$ cat src/rtl/mul_pkg.sv
// ============================================================================
// Module  : mul_pkg
// Brief   : Shared types for the sequential RV32M-style multiplier.
// Revision: 1.0
// ============================================================================
`default_nettype none

package mul_pkg;

    localparam int XLEN = 32;

    typedef enum logic [1:0] {
        OP_MUL    = 2'b00,
        OP_MULH   = 2'b01,
        OP_MULHSU = 2'b10,
        OP_MULHU  = 2'b11
    } op_e;

    typedef enum logic [1:0] {
        ST_IDLE = 2'b00,
        ST_RUN  = 2'b01,
        ST_FIX  = 2'b10
    } state_e;

endpackage

`default_nettype wire

$ cat src/rtl/seq_multiplier.sv
// ============================================================================
// Module  : seq_multiplier
// Brief   : Radix-2 shift-add 32x32 multiplier (MUL/MULH/MULHSU/MULHU).
// Revision: 1.0
// ============================================================================
`default_nettype none

module seq_multiplier
    import mul_pkg::*;
(
    input  logic             clk,
    input  logic             clr,
    input  logic             en,
    input  logic [1:0]       op,
    input  logic [XLEN-1:0]  a,
    input  logic [XLEN-1:0]  b,
    output logic [XLEN-1:0]  result,
    output logic             done,
    output logic             busy
);

    state_e              r_state;
    state_e              w_next;
    op_e                 r_op;
    logic                r_neg;
    logic                r_zero;
    logic [4:0]          r_cnt;
    logic [2*XLEN-1:0]   r_acc;
    logic [2*XLEN-1:0]   r_mcand;
    logic [XLEN-1:0]     r_mplier;
    logic [XLEN-1:0]     r_result;

    logic                w_a_neg;
    logic                w_b_neg;
    logic [XLEN-1:0]     w_a_mag;
    logic [XLEN-1:0]     w_b_mag;
    logic [2*XLEN-1:0]   w_addend;
    logic [2*XLEN-1:0]   w_prod;

    // Magnitudes are unsigned, so -0x80000000 correctly yields 2^31.
    assign w_a_neg  = a[XLEN-1] && ((op == OP_MULH) || (op == OP_MULHSU));
    assign w_b_neg  = b[XLEN-1] && (op == OP_MULH);
    assign w_a_mag  = w_a_neg ? (~a + 1'b1) : a;
    assign w_b_mag  = w_b_neg ? (~b + 1'b1) : b;
    assign w_addend = r_mplier[0] ? r_mcand : '0;
    assign w_prod   = r_neg ? (~r_acc + 1'b1) : r_acc;

    assign result = r_result;
    assign done   = (r_state == ST_IDLE);
    assign busy   = ~done;

    always_comb begin
        w_next = r_state;
        case (r_state)
            ST_IDLE: if (en) w_next = ST_RUN;
            ST_RUN: begin
                if (r_zero)              w_next = ST_IDLE;
                else if (r_cnt == 5'd31) w_next = ST_FIX;
            end
            ST_FIX:  w_next = ST_IDLE;
            default: w_next = ST_IDLE;
        endcase
    end

    always_ff @(posedge clk) begin
        if (clr) begin
            r_state  <= ST_IDLE;
            r_op     <= OP_MUL;
            r_neg    <= 1'b0;
            r_zero   <= 1'b0;
            r_cnt    <= '0;
            r_acc    <= '0;
            r_mcand  <= '0;
            r_mplier <= '0;
            r_result <= '0;
        end else begin
            r_state <= w_next;
            case (r_state)
                ST_IDLE: begin
                    if (en) begin
                        r_op     <= op_e'(op);
                        r_neg    <= w_a_neg ^ w_b_neg;
                        r_zero   <= (a == '0) || (b == '0);
                        r_cnt    <= '0;
                        r_acc    <= '0;
                        r_mcand  <= {{XLEN{1'b0}}, w_a_mag};
                        r_mplier <= w_b_mag;
                    end
                end
                ST_RUN: begin
                    // A zero operand spends one cycle here and bypasses the adder.
                    if (r_zero) begin
                        r_result <= '0;
                    end else begin
                        r_acc    <= r_acc + w_addend;
                        r_mcand  <= r_mcand << 1;
                        r_mplier <= r_mplier >> 1;
                        r_cnt    <= r_cnt + 5'd1;
                    end
                end
                ST_FIX: begin
                    r_result <= (r_op == OP_MUL) ? w_prod[XLEN-1:0]
                                                 : w_prod[2*XLEN-1:XLEN];
                end
                default: ;
            endcase
        end
    end

endmodule

`default_nettype wire
$ cat config.mk
export PLATFORM = sky130hd
export DESIGN_NAME = seq_multiplier
export DESIGN_NICKNAME = d
export VERILOG_FILES = /design/src/rtl/mul_pkg.sv /design/src/rtl/seq_multiplier.sv
export SDC_FILE = /design/constraint.sdc
export NUM_CORES = 1
export LEC_CHECK = 0
export BUFFER_PORTS_ARGS = -buffer_cell sky130_fd_sc_hd__buf_4
export CAP_MARGIN = 10
export CELL_PAD_IN_SITES_DETAIL_PLACEMENT = 1
export CELL_PAD_IN_SITES_GLOBAL_PLACEMENT = 2
export CORE_ASPECT_RATIO = 1.5
export CORE_MARGIN = 2
export CORE_UTILIZATION = 39
export DETAILED_ROUTE_END_ITERATION = 8
export GPL_TIMING_DRIVEN = 1
export PLACE_DENSITY = 0.92
export SYNTH_ARGS = -nofsm -noshare
export SYNTH_HDL_FRONTEND = slang
export SYNTH_SLANG_ARGS = --single-unit
$ cat constraint.sdc
create_clock -name clk -period 8.05 [get_ports clk]
set_clock_uncertainty 0.1 [all_clocks]
set_input_delay 0.4025 -clock clk [delete_from_list [all_inputs] [get_ports clk]]
set_output_delay 0.4025 -clock clk [all_outputs]
set_load 0.005 [all_outputs]
Word-level counts from Yosys, hierarchy flattened
Index checks and enable logic that the tools add are counted.
- register bits: 203
- input port bits: 69
- output and inout bits: 34
- word-level logic and storage cells: 65
- add/sub/neg operators: 5
- eq/ne operators: 9
- muxes and demuxes: 23
- bitwise operators: 5
- reduce and logical (&&, ||, !) cells: 14
- operators by type and width (kind ; count):
    64-bit 2-to-1 mux ; 6
    64-bit case mux with 2 select lines ; 2
    32-bit 2-to-1 mux ; 6
    32-bit case mux with 2 select lines ; 2
    32-bit by 1-bit adder with 32-bit output (second input constant) ; 2
    64-bit by 1-bit adder with 64-bit output (second input constant) ; 1
    64-bit adder ; 1
    32-bit zero test ; 2
    32-bit inverter ; 2
    64-bit inverter ; 1
    5-bit 2-to-1 mux ; 2
    5-bit case mux with 2 select lines ; 1
    2-bit 2-to-1 mux ; 3
    2-bit inequality test (second input constant) ; 3
    2-bit AND reduction ; 3
    5-bit by 1-bit adder with 5-bit output (second input constant) ; 1
    5-bit == test (second input constant) ; 1
    2-bit by 1-bit == test with 1-bit output (second input constant) ; 2
    2-bit == test (second input constant) ; 2
    2-bit zero test ; 2
    2-bit case mux with 2 select lines ; 1
    2-bit nonzero test ; 2
    3-bit inequality test (second input constant) ; 1
    3-bit AND reduction ; 1
    4 further kinds ; 6

Depth between registers and ports, before layout
- depth after elaboration: 6
- depth in mapped cells: 16
- gate-level depth less buffers: 14

Worst setup path before layout
Ideal clock, no wire load.
- path kind: register to register
- start point: register r_mplier[0]
- end point: register r_acc[60]
- setup time: 0.117 ns
- data arrival time: 3.556 ns
- data required time: 7.833 ns
- path slack: 4.278 ns
- stages on the path, launching flop included: 17
- path buffers: 2
- clock period less this slack: 3.772 ns
- cells stage by stage: dfxtp_1 clkbuf_1 clkbuf_1 and2_1 ha_1 inv_1 fa_1 nor2b_1 o2111ai_1 a2111oi_0 o31ai_1 o311a_1 nor2_1 a31oi_1 o31ai_1 xor2_1 a22o_1
- word-level cells in the longest chain between the ends: 4
- ends and longest elaborated chain (item ; RTL line ; source):
    from (decl) ; seq_multiplier.sv:30 ; logic [XLEN-1:0] r_mplier;
    from (signal assigned) ; seq_multiplier.sv:87 ; r_mplier <= w_b_mag;
    from (signal assigned) ; seq_multiplier.sv:97 ; r_mplier <= r_mplier >> 1;
    64-bit 2-to-1 mux ; seq_multiplier.sv:45 ; assign w_addend = r_mplier[0] ? r_mcand : '0;
    64-bit adder ; seq_multiplier.sv:95 ; r_acc <= r_acc + w_addend;
    64-bit 2-to-1 mux ; seq_multiplier.sv:92 ; if (r_zero) begin
    64-bit case mux with 2 select lines ; seq_multiplier.sv:78 ; case (r_state)
    to (signal assigned) ; seq_multiplier.sv:95 ;
    to (decl) ; seq_multiplier.sv:28 ; logic [2*XLEN-1:0] r_acc;
Every way passes these cells. The select of a mux whose other input is x is not followed.
A chain may end at the register's enable or synchronous reset.

Final worst setup path
- start point: register r_mplier[0]
- end point: register r_acc[55]
The elaborated chain is that of the path after synthesis.

==> metrics.txt <==
wire length of the first global-routing pass between 70000 and 80000 um; commonest non-fill, non-tap cells in the layout dfxtp_1, nand2_1, a21oi_1; # Post-CTS Setup Buffers 0; number of nets with antenna violations after routing 0; post-layout min period 4.93 ns; TritonCTS sink count 203; Starting DRT DRC Count 704; maximum level of the CTS H-tree 1; # Max-Cap Violations 0; final wirelength 47000 um; Async SR Flop Fraction 0; number of primary I/O pins between 100 and 150; worst hold-check slack 0.0561 ns; peak supply drop ~0.00011 V; number of hold buffers added after CTS 0; layout cells sized above 1 0.101; cell total after placement about 2300; highest achievable clock rate between 0.2 and 0.25 GHz; TritonCTS clock tree built; synthesized cell area 14000 um2; area of the core 35600 um2; portion of the post-synthesis area used by sequential elements 0.291; CP Max Fanout 50; effective utilization at floorplan 0.393; critical path data required time approximately 8.4 ns; Min-Delay Path Class input pin to flop; nature of the critical path endpoint flop; portion of the clock cycle consumed by the worst path in the final layout 0.613; via count of the first global-routing pass 13900; CP Class flop to flop; switching fraction of total power 0.273; per-cell routed wire length 20.3 um; Tightest Pin Transition ~1.1 ns; full die area between 30000 and 40000 um2; post-synth net total 1925; NumNets Final approximately 2000; power density over cell area 157 nW/um2; Yosys warning count 0; GRT Util Overall 0.250; aggregate negative setup slack 0 ns; count of mapped cells out of synthesis between 1500 and 2000; hold violation total from the final report 0; worst max-slew margin expressed relative to the limit 0.268; pin count of the biggest net entering global routing 88; power dissipated by switching net loads 680 uW; antenna violations before repair 0; final antenna diode count 0; number of buffers inserted during clock tree synthesis 21; placement row count 85; maximum number of buffers from clock root to sink 3; Die W 159 um; final setup violation count 0; number of vias per cell roughly 6; Synth Area per Inst 7.83 um2; quantity of gates resized following cts 0; run status complete, no violations; P_int 1810 uW; post-route insts no fill 2311; clock insertion delay at the later pin of the skew report 0.54 ns; sequential share of power 0.427; worst endpoint data arrival time 5.25 ns; y dimension of the die 236 um; setup repair after global routing missed its margin false; Primary FF master, synth dfxtp_1; via count ~14000; Area Growth Syn to Fin 13.4%; Congestion Overflow GR 0; post-layout utilization of the core 0.445; gpl congestion 0.905; number of port buffers between 100 and 150; most common library cell in the layout ignoring fill and taps dfxtp_1; kind of start point of the critical path flop; count of cell types in the netlist just under 80; static leakage power 0.00671 uW; post-synthesis register bit count between 200 and 250; proportion of power drawn by combinational gates 0.126; max-slew violation count 0; count of flip-flops with a built-in enable after synthesis 0; Pre-Repair DR Iteration Count 5; count of unresolved DRC violations after routing 0; root buffer cell clkbuf_16; clock power share 0.447; clk slew on worst S/H paths 0.07 ns; DPL Wire Length 35700 um
==> registers in the layout, indices dropped and copies added, names as in the netlist <==
signal    count
r_acc        64
r_cnt         5
r_mcand      64
r_mplier     32
r_neg         1
r_op          2
r_state       2
r_zero        1
result       32
==> worst paths after layout <==
| check | from | endpoint | slack [ns] | cells after the start |
|---|---|---|---|---|
| setup / recovery | r_mplier[0] | r_acc[55] | 3.12 | 13 |
| hold / removal | op[0] | r_op[0] | 0.06 | 3 |
| setup reg to reg | r_mplier[0] | r_acc[55] | 3.12 | 13 |
| hold reg to reg | r_mcand[63] | r_mcand[63] | 0.36 | 2 |
==> synth_stat cells, types with 10 or more instances <==
cell      count  area [um2]
o31ai_1      30         225
or4_1        15         113
nor4_1       14        87.6
a21oi_1     191         956
o41ai_1      10        87.6
nand2b_1     14        87.6
a22o_1       68         596
inv_1        26        97.6
xnor2_1      97         850
a22oi_1      93         698
nor2_1      118         443
ha_1         69         863
dfxtp_1     203        4060
or3_1        33         206
buf_1        10        37.5
nor2b_1      10        62.6
a21o_1       35         263
nand4_1      17         106
clkbuf_1     95         357
nand2_1     199         747
xor2_1       75         657
o21ai_0      98         490
o21a_1       10        75.1
nand3_1      33         165
and3_1       11        68.8
nor3_1       30         150
and2_1       68         425
==> layout make-up <==
class	instances	area [um2]
fill	4348	19800
multi-input combinational	1450	9460
sequential	203	4070
timing repair buffer	116	876
tap	478	598
clock buffer	25	561
clock inverter	13	206
inverter	26	97.6
==> worst max-delay path, stage by stage, from the launching register on <==
cell and delay (ns):
dfxtp_1 0.57, buf_4 0.47, and2_1 0.20, ha_1 0.31, nand3_1 0.21, nor2_1 0.23
o211ai_1 0.17, a22oi_1 0.50, a2111oi_0 0.31, o32ai_1 0.88, a21oi_1 0.23, o21ai_0 0.31
xor2_1 0.11, a22o_1 0.20
==> power groups by stage <==
stage                     combinational, uW  sequential, uW  clock [uW]
after CTS                               316            1060        1140
after global placement                  307            1080           0
after detailed placement                314            1090           0
final                                   313            1060        1110
after global routing                    349            1070        1170
after floorplan                         215            1070           0
==> cells by family (layout without fill, tap and decap cells) <==
logic type / count (synthesis) / count (layout) / share of synthesized area
multiplexers: 1 / 1 / 0.000716
AND/OR/NAND/NOR: 587 / 587 / 0.207
XOR/XNOR: 172 / 172 / 0.108
flip-flops: 203 / 203 / 0.291
adder cells (fa/ha/maj): 70 / 70 / 0.0632
buffers and inverters: 133 / 180 / 0.0359
AO/OA/AOI/OAI: 620 / 620 / 0.295
==> per-layer routing <==
| metal | vias to the layer above | GRT usage | share of wire |
|---|---|---|---|
| li1 | 6613 | - | - |
| met1 | 6680 | 0.290 | 0.41 |
| met2 | 228 | 0.450 | 0.51 |
| met3 | 97 | 0.0224 | 0.027 |
| met4 | 0 | 0.129 | 0.057 |
| met5 | - | 0 | 0 |
==> per-stage QoR <==
stage | total power (uW) | setup slack, ns | cell area (um2)
final | 2490 | 3.12 | 15900
after global placement | 1390 | 3.24 | 15100
after detailed placement | 1400 | 3.17 | 15100
after floorplan | 1290 | 4.28 | 14000
after global routing | 2590 | 2.77 | 15900
after CTS | 2520 | 3.15 | 15900
(Power assumes the default switching activity.)
